===== src/rtl/v_red_unit_pkg.sv =====
// ---------------------------------------------------------------------------
// v_red_unit_pkg
// Shared definitions for the vector reduction unit: element width encoding
// (vsew), supported reduction opcodes (funct6), the OPM_VV funct3 encoding,
// beat geometry, FSM state encoding, and small SEW helpers used by both the
// top level and the fold datapath.
// ---------------------------------------------------------------------------
package v_red_unit_pkg;

    // Width of one vs2 beat coming from the register file read port.
    localparam int BEAT_W = 32;
    // Element slots per beat at the narrowest SEW.
    localparam int LANES  = 4;

    typedef enum logic [1:0] {
        VSEW_8       = 2'b00,
        VSEW_16      = 2'b01,
        VSEW_32      = 2'b10,
        VSEW_INVALID = 2'b11
    } vsew_e;

    typedef enum logic [5:0] {
        FUNCT6_VREDSUM = 6'b000000,
        FUNCT6_VREDMAX = 6'b000111
    } funct6_red_e;

    typedef enum logic [2:0] {
        FUNCT3_OPM_VV = 3'b010
    } funct3_e;

    typedef enum logic [1:0] {
        ST_IDLE  = 2'b00,
        ST_ACCUM = 2'b01,
        ST_DONE  = 2'b10
    } red_state_e;

    // Mask selecting the low SEW bits of a beat-wide word.
    function automatic logic [BEAT_W-1:0] sew_mask(input vsew_e sew);
        case (sew)
            VSEW_8:  sew_mask = 32'h0000_00FF;
            VSEW_16: sew_mask = 32'h0000_FFFF;
            VSEW_32: sew_mask = 32'hFFFF_FFFF;
            default: sew_mask = 32'h0000_0000;
        endcase
    endfunction

    // Sign-extend the low SEW bits to a full beat-wide word.
    function automatic logic [BEAT_W-1:0] sew_sext(input logic [BEAT_W-1:0] v, input vsew_e sew);
        case (sew)
            VSEW_8:  sew_sext = {{24{v[7]}}, v[7:0]};
            VSEW_16: sew_sext = {{16{v[15]}}, v[15:0]};
            VSEW_32: sew_sext = v;
            default: sew_sext = 32'h0000_0000;
        endcase
    endfunction

    // Elements per beat (4 >> sew); zero for the reserved encoding.
    function automatic logic [2:0] sew_epb(input vsew_e sew);
        case (sew)
            VSEW_8:  sew_epb = 3'd4;
            VSEW_16: sew_epb = 3'd2;
            VSEW_32: sew_epb = 3'd1;
            default: sew_epb = 3'd0;
        endcase
    endfunction

endpackage


===== src/rtl/v_red_unit_if.sv =====
// ---------------------------------------------------------------------------
// v_red_unit_if
// Issue + vs2 beat stream + completion bundle of the vector reduction unit.
//   i_start/i_funct6/i_sew/i_vl/i_scalar : instruction issue
//   i_beat_valid/i_beat_data/o_beat_ready : vs2 beat handshake
//   i_beat_mask                           : per-slot element mask (only when
//                                           VRED_MASK_EN is defined)
//   o_busy/o_done/o_we/o_illegal/o_result : status and writeback result
// Modports: master = issuing side, slave = reduction unit.
// ---------------------------------------------------------------------------
interface v_red_unit_if
    import v_red_unit_pkg::*;
#(
    parameter int VLW = 8
);
    logic              i_start;
    logic [5:0]        i_funct6;
    logic [1:0]        i_sew;
    logic [VLW-1:0]    i_vl;
    logic [BEAT_W-1:0] i_scalar;
    logic              i_beat_valid;
    logic [BEAT_W-1:0] i_beat_data;
`ifdef VRED_MASK_EN
    logic [LANES-1:0]  i_beat_mask;
`endif
    logic              o_beat_ready;
    logic              o_busy;
    logic              o_done;
    logic              o_we;
    logic              o_illegal;
    logic [BEAT_W-1:0] o_result;

`ifdef VRED_MASK_EN
    modport master (
        output i_start, i_funct6, i_sew, i_vl, i_scalar, i_beat_valid, i_beat_data, i_beat_mask,
        input  o_beat_ready, o_busy, o_done, o_we, o_illegal, o_result
    );
    modport slave (
        input  i_start, i_funct6, i_sew, i_vl, i_scalar, i_beat_valid, i_beat_data, i_beat_mask,
        output o_beat_ready, o_busy, o_done, o_we, o_illegal, o_result
    );
`else
    modport master (
        output i_start, i_funct6, i_sew, i_vl, i_scalar, i_beat_valid, i_beat_data,
        input  o_beat_ready, o_busy, o_done, o_we, o_illegal, o_result
    );
    modport slave (
        input  i_start, i_funct6, i_sew, i_vl, i_scalar, i_beat_valid, i_beat_data,
        output o_beat_ready, o_busy, o_done, o_we, o_illegal, o_result
    );
`endif

endinterface


===== src/rtl/v_red_fold.sv =====
// ---------------------------------------------------------------------------
// v_red_fold
// Combinational SEW-aware fold of up to four beat elements into the running
// accumulator (sum modulo 2^SEW, or signed maximum).
//   sew     in  element width
//   op_max  in  1 = signed max, 0 = wrapping sum
//   acc     in  current accumulator, low SEW bits valid
//   data    in  beat, element 0 in the low SEW bits
//   lane_en in  per-slot enable (already qualified by vl, EPB and mask)
//   result  out folded accumulator, zero-extended to 32 bits
// ---------------------------------------------------------------------------
module v_red_fold
    import v_red_unit_pkg::*;
(
    input  vsew_e             sew,
    input  logic              op_max,
    input  logic [BEAT_W-1:0] acc,
    input  logic [BEAT_W-1:0] data,
    input  logic [LANES-1:0]  lane_en,
    output logic [BEAT_W-1:0] result
);

    logic [BEAT_W-1:0] elem_s   [LANES];
    logic [BEAT_W-1:0] elem_sx_s[LANES];
    logic [BEAT_W-1:0] acc_sx_s;
    logic [BEAT_W-1:0] sum_s;
    logic [BEAT_W-1:0] max_s;

    // Split the beat into element slots according to SEW.
    always_comb begin
        for (int e = 0; e < LANES; e++) begin
            elem_s[e] = 32'h0000_0000;
        end
        case (sew)
            VSEW_8: begin
                elem_s[0] = {24'h000000, data[7:0]};
                elem_s[1] = {24'h000000, data[15:8]};
                elem_s[2] = {24'h000000, data[23:16]};
                elem_s[3] = {24'h000000, data[31:24]};
            end
            VSEW_16: begin
                elem_s[0] = {16'h0000, data[15:0]};
                elem_s[1] = {16'h0000, data[31:16]};
            end
            VSEW_32: begin
                elem_s[0] = data;
            end
            default: begin
                elem_s[0] = 32'h0000_0000;
            end
        endcase
    end

    // Sign-extended operands let one 32-bit adder and comparator serve every
    // SEW: the sum is truncated afterwards, and the compare is exact.
    always_comb begin
        acc_sx_s = sew_sext(acc, sew);
        sum_s    = acc_sx_s;
        max_s    = acc_sx_s;
        for (int e = 0; e < LANES; e++) begin
            elem_sx_s[e] = sew_sext(elem_s[e], sew);
            if (lane_en[e]) begin
                sum_s = sum_s + elem_sx_s[e];
            end else begin
                sum_s = sum_s;
            end
            if (lane_en[e] && ($signed(elem_sx_s[e]) > $signed(max_s))) begin
                max_s = elem_sx_s[e];
            end else begin
                max_s = max_s;
            end
        end
        if (op_max) begin
            result = max_s & sew_mask(sew);
        end else begin
            result = sum_s & sew_mask(sew);
        end
    end

endmodule


===== src/rtl/v_red_unit.sv =====
// ---------------------------------------------------------------------------
// v_red_unit
// Vector reduction unit (VREDSUM / VREDMAX, OPM_VV). Latches the instruction
// on i_start, folds streamed vs2 beats into a SEW-wide accumulator seeded
// with vs1[0], and reports one zero-extended result for vd[0].
//   clk, rst : clock, synchronous active-high reset
//   bus      : v_red_unit_if slave modport (issue, beat stream, completion)
// Optional feature: define VRED_MASK_EN to add per-slot element masking via
// bus.i_beat_mask; otherwise every element slot is active.
// ---------------------------------------------------------------------------
module v_red_unit
    import v_red_unit_pkg::*;
#(
    parameter int VLEN = 128,
    parameter int VLW  = 8
)(
    input  logic         clk,
    input  logic         rst,
    v_red_unit_if.slave  bus
);

    // Element counter overshoots vl by up to EPB-1 on the final beat, so it
    // carries one bit more than the widest vl it must compare against.
    localparam int CNT_W = ((VLW + 1) > ($clog2(VLEN) + 1)) ? (VLW + 1) : ($clog2(VLEN) + 1);

    red_state_e        state_q,   state_d;
    logic [5:0]        funct6_q,  funct6_d;
    vsew_e             sew_q,     sew_d;
    logic [CNT_W-1:0]  vl_q,      vl_d;
    logic [CNT_W-1:0]  cnt_q,     cnt_d;
    logic [BEAT_W-1:0] acc_q,     acc_d;
    logic [BEAT_W-1:0] result_q,  result_d;
    logic              we_q,      we_d;
    logic              illegal_q, illegal_d;
    logic              done_q,    done_d;
    logic              busy_q,    busy_d;
    logic              ready_q,   ready_d;

    logic [2:0]        epb_s;
    logic [CNT_W-1:0]  cnt_next_s;
    logic              beat_fire_s;
    logic              start_illegal_s;
    logic              op_max_s;
    logic [LANES-1:0]  mask_s;
    logic [LANES-1:0]  lane_en_s;
    logic [BEAT_W-1:0] fold_s;

`ifdef VRED_MASK_EN
    assign mask_s = bus.i_beat_mask;
`else
    assign mask_s = 4'b1111;
`endif

    assign epb_s           = sew_epb(sew_q);
    assign cnt_next_s      = cnt_q + CNT_W'(epb_s);
    assign beat_fire_s     = bus.i_beat_valid && (state_q == ST_ACCUM);
    assign op_max_s        = (funct6_q == FUNCT6_VREDMAX);
    assign start_illegal_s = (bus.i_sew == VSEW_INVALID) ||
                             !((bus.i_funct6 == FUNCT6_VREDSUM) || (bus.i_funct6 == FUNCT6_VREDMAX));

    // A slot is folded only if it exists at this SEW, lies below vl, and is unmasked.
    always_comb begin
        lane_en_s = 4'b0000;
        for (int e = 0; e < LANES; e++) begin
            if ((3'(e) < epb_s) && ((cnt_q + CNT_W'(e)) < vl_q) && mask_s[e]) begin
                lane_en_s[e] = 1'b1;
            end else begin
                lane_en_s[e] = 1'b0;
            end
        end
    end

    v_red_fold u_fold (
        .sew     (sew_q),
        .op_max  (op_max_s),
        .acc     (acc_q),
        .data    (bus.i_beat_data),
        .lane_en (lane_en_s),
        .result  (fold_s)
    );

    // Next-state and next-register logic for the IDLE/ACCUM/DONE sequence.
    always_comb begin
        state_d   = state_q;
        funct6_d  = funct6_q;
        sew_d     = sew_q;
        vl_d      = vl_q;
        cnt_d     = cnt_q;
        acc_d     = acc_q;
        result_d  = result_q;
        we_d      = we_q;
        illegal_d = illegal_q;
        case (state_q)
            ST_IDLE: begin
                if (bus.i_start) begin
                    funct6_d  = bus.i_funct6;
                    sew_d     = vsew_e'(bus.i_sew);
                    vl_d      = CNT_W'(bus.i_vl);
                    acc_d     = bus.i_scalar & sew_mask(vsew_e'(bus.i_sew));
                    cnt_d     = {CNT_W{1'b0}};
                    // Previous result and flags stay visible until this point.
                    result_d  = 32'h0000_0000;
                    we_d      = 1'b0;
                    illegal_d = 1'b0;
                    if (start_illegal_s) begin
                        illegal_d = 1'b1;
                        state_d   = ST_DONE;
                    end else if (bus.i_vl == {VLW{1'b0}}) begin
                        state_d   = ST_DONE;
                    end else begin
                        state_d   = ST_ACCUM;
                    end
                end else begin
                    state_d = ST_IDLE;
                end
            end
            ST_ACCUM: begin
                if (beat_fire_s) begin
                    acc_d = fold_s;
                    cnt_d = cnt_next_s;
                    if (cnt_next_s >= vl_q) begin
                        result_d = fold_s;
                        we_d     = 1'b1;
                        state_d  = ST_DONE;
                    end else begin
                        state_d  = ST_ACCUM;
                    end
                end else begin
                    state_d = ST_ACCUM;
                end
            end
            ST_DONE: begin
                state_d = ST_IDLE;
            end
            default: begin
                state_d = ST_IDLE;
            end
        endcase
        // Status outputs are registered copies of the next state's decode.
        done_d  = (state_d == ST_DONE);
        busy_d  = (state_d != ST_IDLE);
        ready_d = (state_d == ST_ACCUM);
    end

    // State and datapath registers with synchronous reset.
    always_ff @(posedge clk) begin
        if (rst) begin
            state_q   <= ST_IDLE;
            funct6_q  <= 6'b000000;
            sew_q     <= VSEW_8;
            vl_q      <= {CNT_W{1'b0}};
            cnt_q     <= {CNT_W{1'b0}};
            acc_q     <= 32'h0000_0000;
            result_q  <= 32'h0000_0000;
            we_q      <= 1'b0;
            illegal_q <= 1'b0;
            done_q    <= 1'b0;
            busy_q    <= 1'b0;
            ready_q   <= 1'b0;
        end else begin
            state_q   <= state_d;
            funct6_q  <= funct6_d;
            sew_q     <= sew_d;
            vl_q      <= vl_d;
            cnt_q     <= cnt_d;
            acc_q     <= acc_d;
            result_q  <= result_d;
            we_q      <= we_d;
            illegal_q <= illegal_d;
            done_q    <= done_d;
            busy_q    <= busy_d;
            ready_q   <= ready_d;
        end
    end

    assign bus.o_beat_ready = ready_q;
    assign bus.o_busy       = busy_q;
    assign bus.o_done       = done_q;
    assign bus.o_we         = we_q;
    assign bus.o_illegal    = illegal_q;
    assign bus.o_result     = result_q;

endmodule


===== src/flat_wrapper.sv =====
// flat-port wrapper written by rule: the top's interface ports become plain ports
module v_red_unit_flat import v_red_unit_pkg::*;
#(
    parameter int VLEN = 128,
    parameter int VLW  = 8
)
  (clk, rst, bus_i_start, bus_i_funct6, bus_i_sew, bus_i_vl, bus_i_scalar, bus_i_beat_valid, bus_i_beat_data, bus_o_beat_ready, bus_o_busy, bus_o_done, bus_o_we, bus_o_illegal, bus_o_result);
  v_red_unit_if #(.VLW(VLW)) bus_i ();
  input  logic clk;
  input  logic rst;
  input wire logic [$bits(bus_i.i_start)-1:0] bus_i_start;
  input wire logic [$bits(bus_i.i_funct6)-1:0] bus_i_funct6;
  input wire logic [$bits(bus_i.i_sew)-1:0] bus_i_sew;
  input wire logic [$bits(bus_i.i_vl)-1:0] bus_i_vl;
  input wire logic [$bits(bus_i.i_scalar)-1:0] bus_i_scalar;
  input wire logic [$bits(bus_i.i_beat_valid)-1:0] bus_i_beat_valid;
  input wire logic [$bits(bus_i.i_beat_data)-1:0] bus_i_beat_data;
  output wire logic [$bits(bus_i.o_beat_ready)-1:0] bus_o_beat_ready;
  output wire logic [$bits(bus_i.o_busy)-1:0] bus_o_busy;
  output wire logic [$bits(bus_i.o_done)-1:0] bus_o_done;
  output wire logic [$bits(bus_i.o_we)-1:0] bus_o_we;
  output wire logic [$bits(bus_i.o_illegal)-1:0] bus_o_illegal;
  output wire logic [$bits(bus_i.o_result)-1:0] bus_o_result;
  assign bus_i.i_start = bus_i_start;
  assign bus_i.i_funct6 = bus_i_funct6;
  assign bus_i.i_sew = bus_i_sew;
  assign bus_i.i_vl = bus_i_vl;
  assign bus_i.i_scalar = bus_i_scalar;
  assign bus_i.i_beat_valid = bus_i_beat_valid;
  assign bus_i.i_beat_data = bus_i_beat_data;
  assign bus_o_beat_ready = bus_i.o_beat_ready;
  assign bus_o_busy = bus_i.o_busy;
  assign bus_o_done = bus_i.o_done;
  assign bus_o_we = bus_i.o_we;
  assign bus_o_illegal = bus_i.o_illegal;
  assign bus_o_result = bus_i.o_result;
  v_red_unit #(.VLEN(VLEN), .VLW(VLW)) u_core (.clk(clk), .rst(rst), .bus(bus_i));
endmodule

===== config.mk =====
export PLATFORM = sky130hd
export DESIGN_NAME = v_red_unit_flat
export DESIGN_NICKNAME = d
export VERILOG_FILES = /design/src/rtl/v_red_unit_pkg.sv /design/src/rtl/v_red_unit_if.sv /design/src/rtl/v_red_fold.sv /design/src/rtl/v_red_unit.sv /design/src/flat_wrapper.sv
export SDC_FILE = /design/constraint.sdc
export NUM_CORES = 1
export LEC_CHECK = 0
export BUFFER_PORTS_ARGS = -buffer_cell sky130_fd_sc_hd__buf_4
export CORE_MARGIN = 2
export CORE_UTILIZATION = 50
export DETAILED_ROUTE_END_ITERATION = 6
export GPL_TIMING_DRIVEN = 0
export PLACE_DENSITY = 0.68
export SLEW_MARGIN = 20
export SYNTH_ARGS = -nofsm -noshare
export SYNTH_HDL_FRONTEND = slang
export SYNTH_HIERARCHICAL = 1
export SYNTH_SLANG_ARGS = --single-unit

===== constraint.sdc =====
create_clock -name clk -period 24.4 [get_ports clk]
set_input_delay 2.44 -clock clk [delete_from_list [all_inputs] [get_ports clk]]
set_output_delay 2.44 -clock clk [all_outputs]
set_load 0.02 [all_outputs]

==> results.toml <==
[clock_tree]
cts.clk_slew.worst_paths_ns = 0.07
cts_root_buf = "clkbuf_16"
cts_tree = "done"
cts_setup_buffers = 0
clock_path_buffers = 2
cts_sinks = 96
clock_latency_ns = 0.35
ctsHoldBuffers = 0
cts-resized-gates = 0
h-tree-depth = 3
cts-buffers-inserted = 9

[floorplan]
fp-row-count = 71
die_h_um = 198.8
fp.dieW_um = 198.8
core_um2 = 37490
dieArea_um2 = 39510
io_pins = 121
start_util = 0.5060

[sta]
finalHoldViolCount = 0
period_minus_slack_ns = 17.75
whs_ns = 0.4587
slew_viol_final = 0
setup_viol = 0
fin_tns_setup_ns = 0
rsz0062_at_grt = "false"
slew_headroom = 0.1260
min_period_over_period = 0.7273
skew_ns = 0.009192
fin_ws_ns = 6.653
worst_slew_pin_slew_ns = 1.297
max_freq_mhz = 56.35

[setup_path]
worst-path-max-fanout = 10
worst_path_max_delay_cell = "nor4b_1"
critPathArrivalTime_ns = 18.00
crit_type = "primary input to flop"
r2r_start = "u_core/sew_q[1]$_SDFFE_PP0P_"
critPathRequiredTime_ns = 24.65
max_stage_delay_ns = 1.03
reg2reg_depth = 53
crit_buf_inv = 7
rrSetupSlack_ns = 7.19
worstReg2RegEnd = "u_core/acc_q[24]$_SDFFE_PP0P_"
crit_family = "compound AO/OA/AOI/OAI gates"
cp-end-kind = "flop"
cp-start-kind = "primary input"
cp_common_cell = "o21ai_0"

[power_and_ir_drop]
vdd_drop_max_v = 0.00009977
cellPowerDensity_nw_per_um2 = 113.0
leakagePower_nw = 9.571

[placed_design]
gp_congestion = 1.072
hpwlAfterDp_um = 66520
postPlaceCellArea_um2 = 20590
port_buffers = 120
dp_slack_ns = 7.162

[drt]
routedWlPerCell_um = 24.17
m1WireLength_um = 32560
wl_met3_um = 7277
via_count = 21200
ant_nets = 0
vias_per_cell = 6.474
met2_length_um = 35080
remaining_drc_errors = 6
drtIter0Drc = 2263
drt_pass1_iterations = 7
wl_um = 79130
highest_layer = "met5"

[global_route]
overflow = 0
grt_antenna_before_repair = 4
grt_pass1_wl_um = 116800
grt_pass1_vias = 19890
grt_max_degree = 33
grtUsageTotal = 0.3890

[yosys]
syn-num-nets = 3015
synth_edf_count = 0
syn-instance-count = 2624
seq_area_frac_synth = 0.1013
synth.distinct_cells = 106
async_flop_share = 0
syn_area_um2 = 18970
syn_area_per_cell_um2 = 7.229
synth-seq-cells = 96
ys_warn_count = 6
synth_ff_type = "dfxtp_1"

[hold_path]
hold_start = "u_core/vl_q[6]$_SDFFE_PP0P_"
hold-path-endpoint = "u_core/vl_q[6]$_SDFFE_PP0P_"
holdPathStages = 2
hp-class = "flop to flop"

[run_status]
violations = "design-rule violations"
outcome = "finished with violations"

[final_layout]
drive_above_1_share = 0.1071
num-fill-cells = 3775
nNetsFinal = 3149
final_core_util = 0.5573
diodes = 0
postLayoutCellArea_um2 = 20890
areaGrowthSynthToFinish_pct = 10.15

[job]
drv_cap = 0
[state kept, by name (all words and copies together) (netlist names)]
register / cells
u_core/bus.o_illegal: 1
u_core/bus.o_beat_ready: 1
u_core/cnt_q: 9
u_core/funct6_q: 6
u_core/bus.o_result: 32
u_core/bus.o_busy: 1
u_core/vl_q: 8
u_core/bus.o_done: 1
u_core/sew_q: 2
u_core/bus.o_we: 1
u_core/acc_q: 32
u_core/state_q: 2
[placed cells by master, fill, tap and decap left out, types with 23 or more instances in the layout]
master and n:
a211oi_1 48, a21o_1 93, a21oi_1 273, a22o_2 29
a311oi_1 23, a31oi_1 36, and2_1 38, buf_4 129
clkbuf_1 78, dfxtp_1 96, ha_1 302, inv_1 157
mux2_2 40, mux2i_1 35, nand2_1 278, nand2b_1 23
nand3_1 60, nand4_1 41, nor2_1 196, nor2b_1 29
nor3_1 60, o211ai_1 23, o21a_1 48, o21ai_0 152
o21bai_1 25, xnor2_1 66, xor2_1 52
[cell usage after synthesis, types with 52 or more instances]
cell      number  area share
ha_1         302        0.20
nand2_1      278       0.055
a21oi_1      274       0.072
nor2_1       196       0.039
inv_1        159       0.031
o21ai_0      152       0.040
dfxtp_1       96        0.10
a21o_1        93       0.037
clkbuf_1      77       0.015
xnor2_1       66       0.030
nand3_1       60       0.016
nor3_1        60       0.016
xor2_1        52       0.024
[cell families after synthesis]
family	after synthesis	share of synthesized area
AND/OR/NAND/NOR	833	0.2106
multiplexers	76	0.04301
buffers and inverters	284	0.06471
flip-flops	96	0.1013
XOR/XNOR	119	0.05567
AO/OA/AOI/OAI	909	0.3202
adder cells (fa/ha/maj)	307	0.2045
[tightest hold or removal path, delay by kind of cell (launching register included)]
family          cells  cell delay (ns)
simple gates        1             0.05
compound gates      1             0.05
flops               1             0.31
[routing by layer]
layer	up-vias	track usage
met4	8	0.1841
li1	9927	-
met1	9997	0.4958
met2	1046	0.6265
met5	-	0
met3	217	0.08020
[how the worst max path moves through the flow]
stage                                  start                            end  slack, ns  cells past startpoint
after global routing      bus_i_beat_data[7]  u_core/acc_q[30]$_SDFFE_PP0P_       6.05                     51
after detailed placement  bus_i_beat_data[7]  u_core/acc_q[24]$_SDFFE_PP0P_       7.16                     51
after CTS                 bus_i_beat_data[7]  u_core/acc_q[24]$_SDFFE_PP0P_       7.48                     51
final                     bus_i_beat_data[7]  u_core/acc_q[24]$_SDFFE_PP0P_       6.65                     51
after global placement    bus_i_beat_data[7]  u_core/acc_q[24]$_SDFFE_PP0P_       7.29                     51
after floorplan           bus_i_beat_data[7]  u_core/acc_q[21]$_SDFFE_PP0P_      11.49                     54
[metrics by stage]
stage	total power [mW]	std cells
2_1_floorplan	1.583	2624
3_3_place_gp	2.095	3255
3_5_place_dp	2.137	3258
4_1_cts	2.290	3274
5_1_grt	2.524	3274
6_report	2.361	3274
[power by group]
| group | total [mW] | switching (mW) | internal [mW] |
|---|---|---|---|
| clock | 0.141 | 0.0613 | 0.0800 |
| sequential | 0.169 | 0.00609 | 0.163 |
| combinational | 2.05 | 1.29 | 0.760 |
[area by class of cell]
type | count | area (um2) | share of cell area
timing repair buffer | 123 | 975.9 | 0.04671
tap | 511 | 639.4 | 0.03060
inverter | 160 | 600.6 | 0.02874
buffer | 124 | 626.9 | 0.03000
multi-input combinational | 2244 | 15830 | 0.7577
clock buffer | 10 | 229.0 | 0.01096
sequential | 96 | 1922 | 0.09198
clock inverter | 6 | 68.82 | 0.003294
No activity file was read; power rests on OpenSTA's default activity.
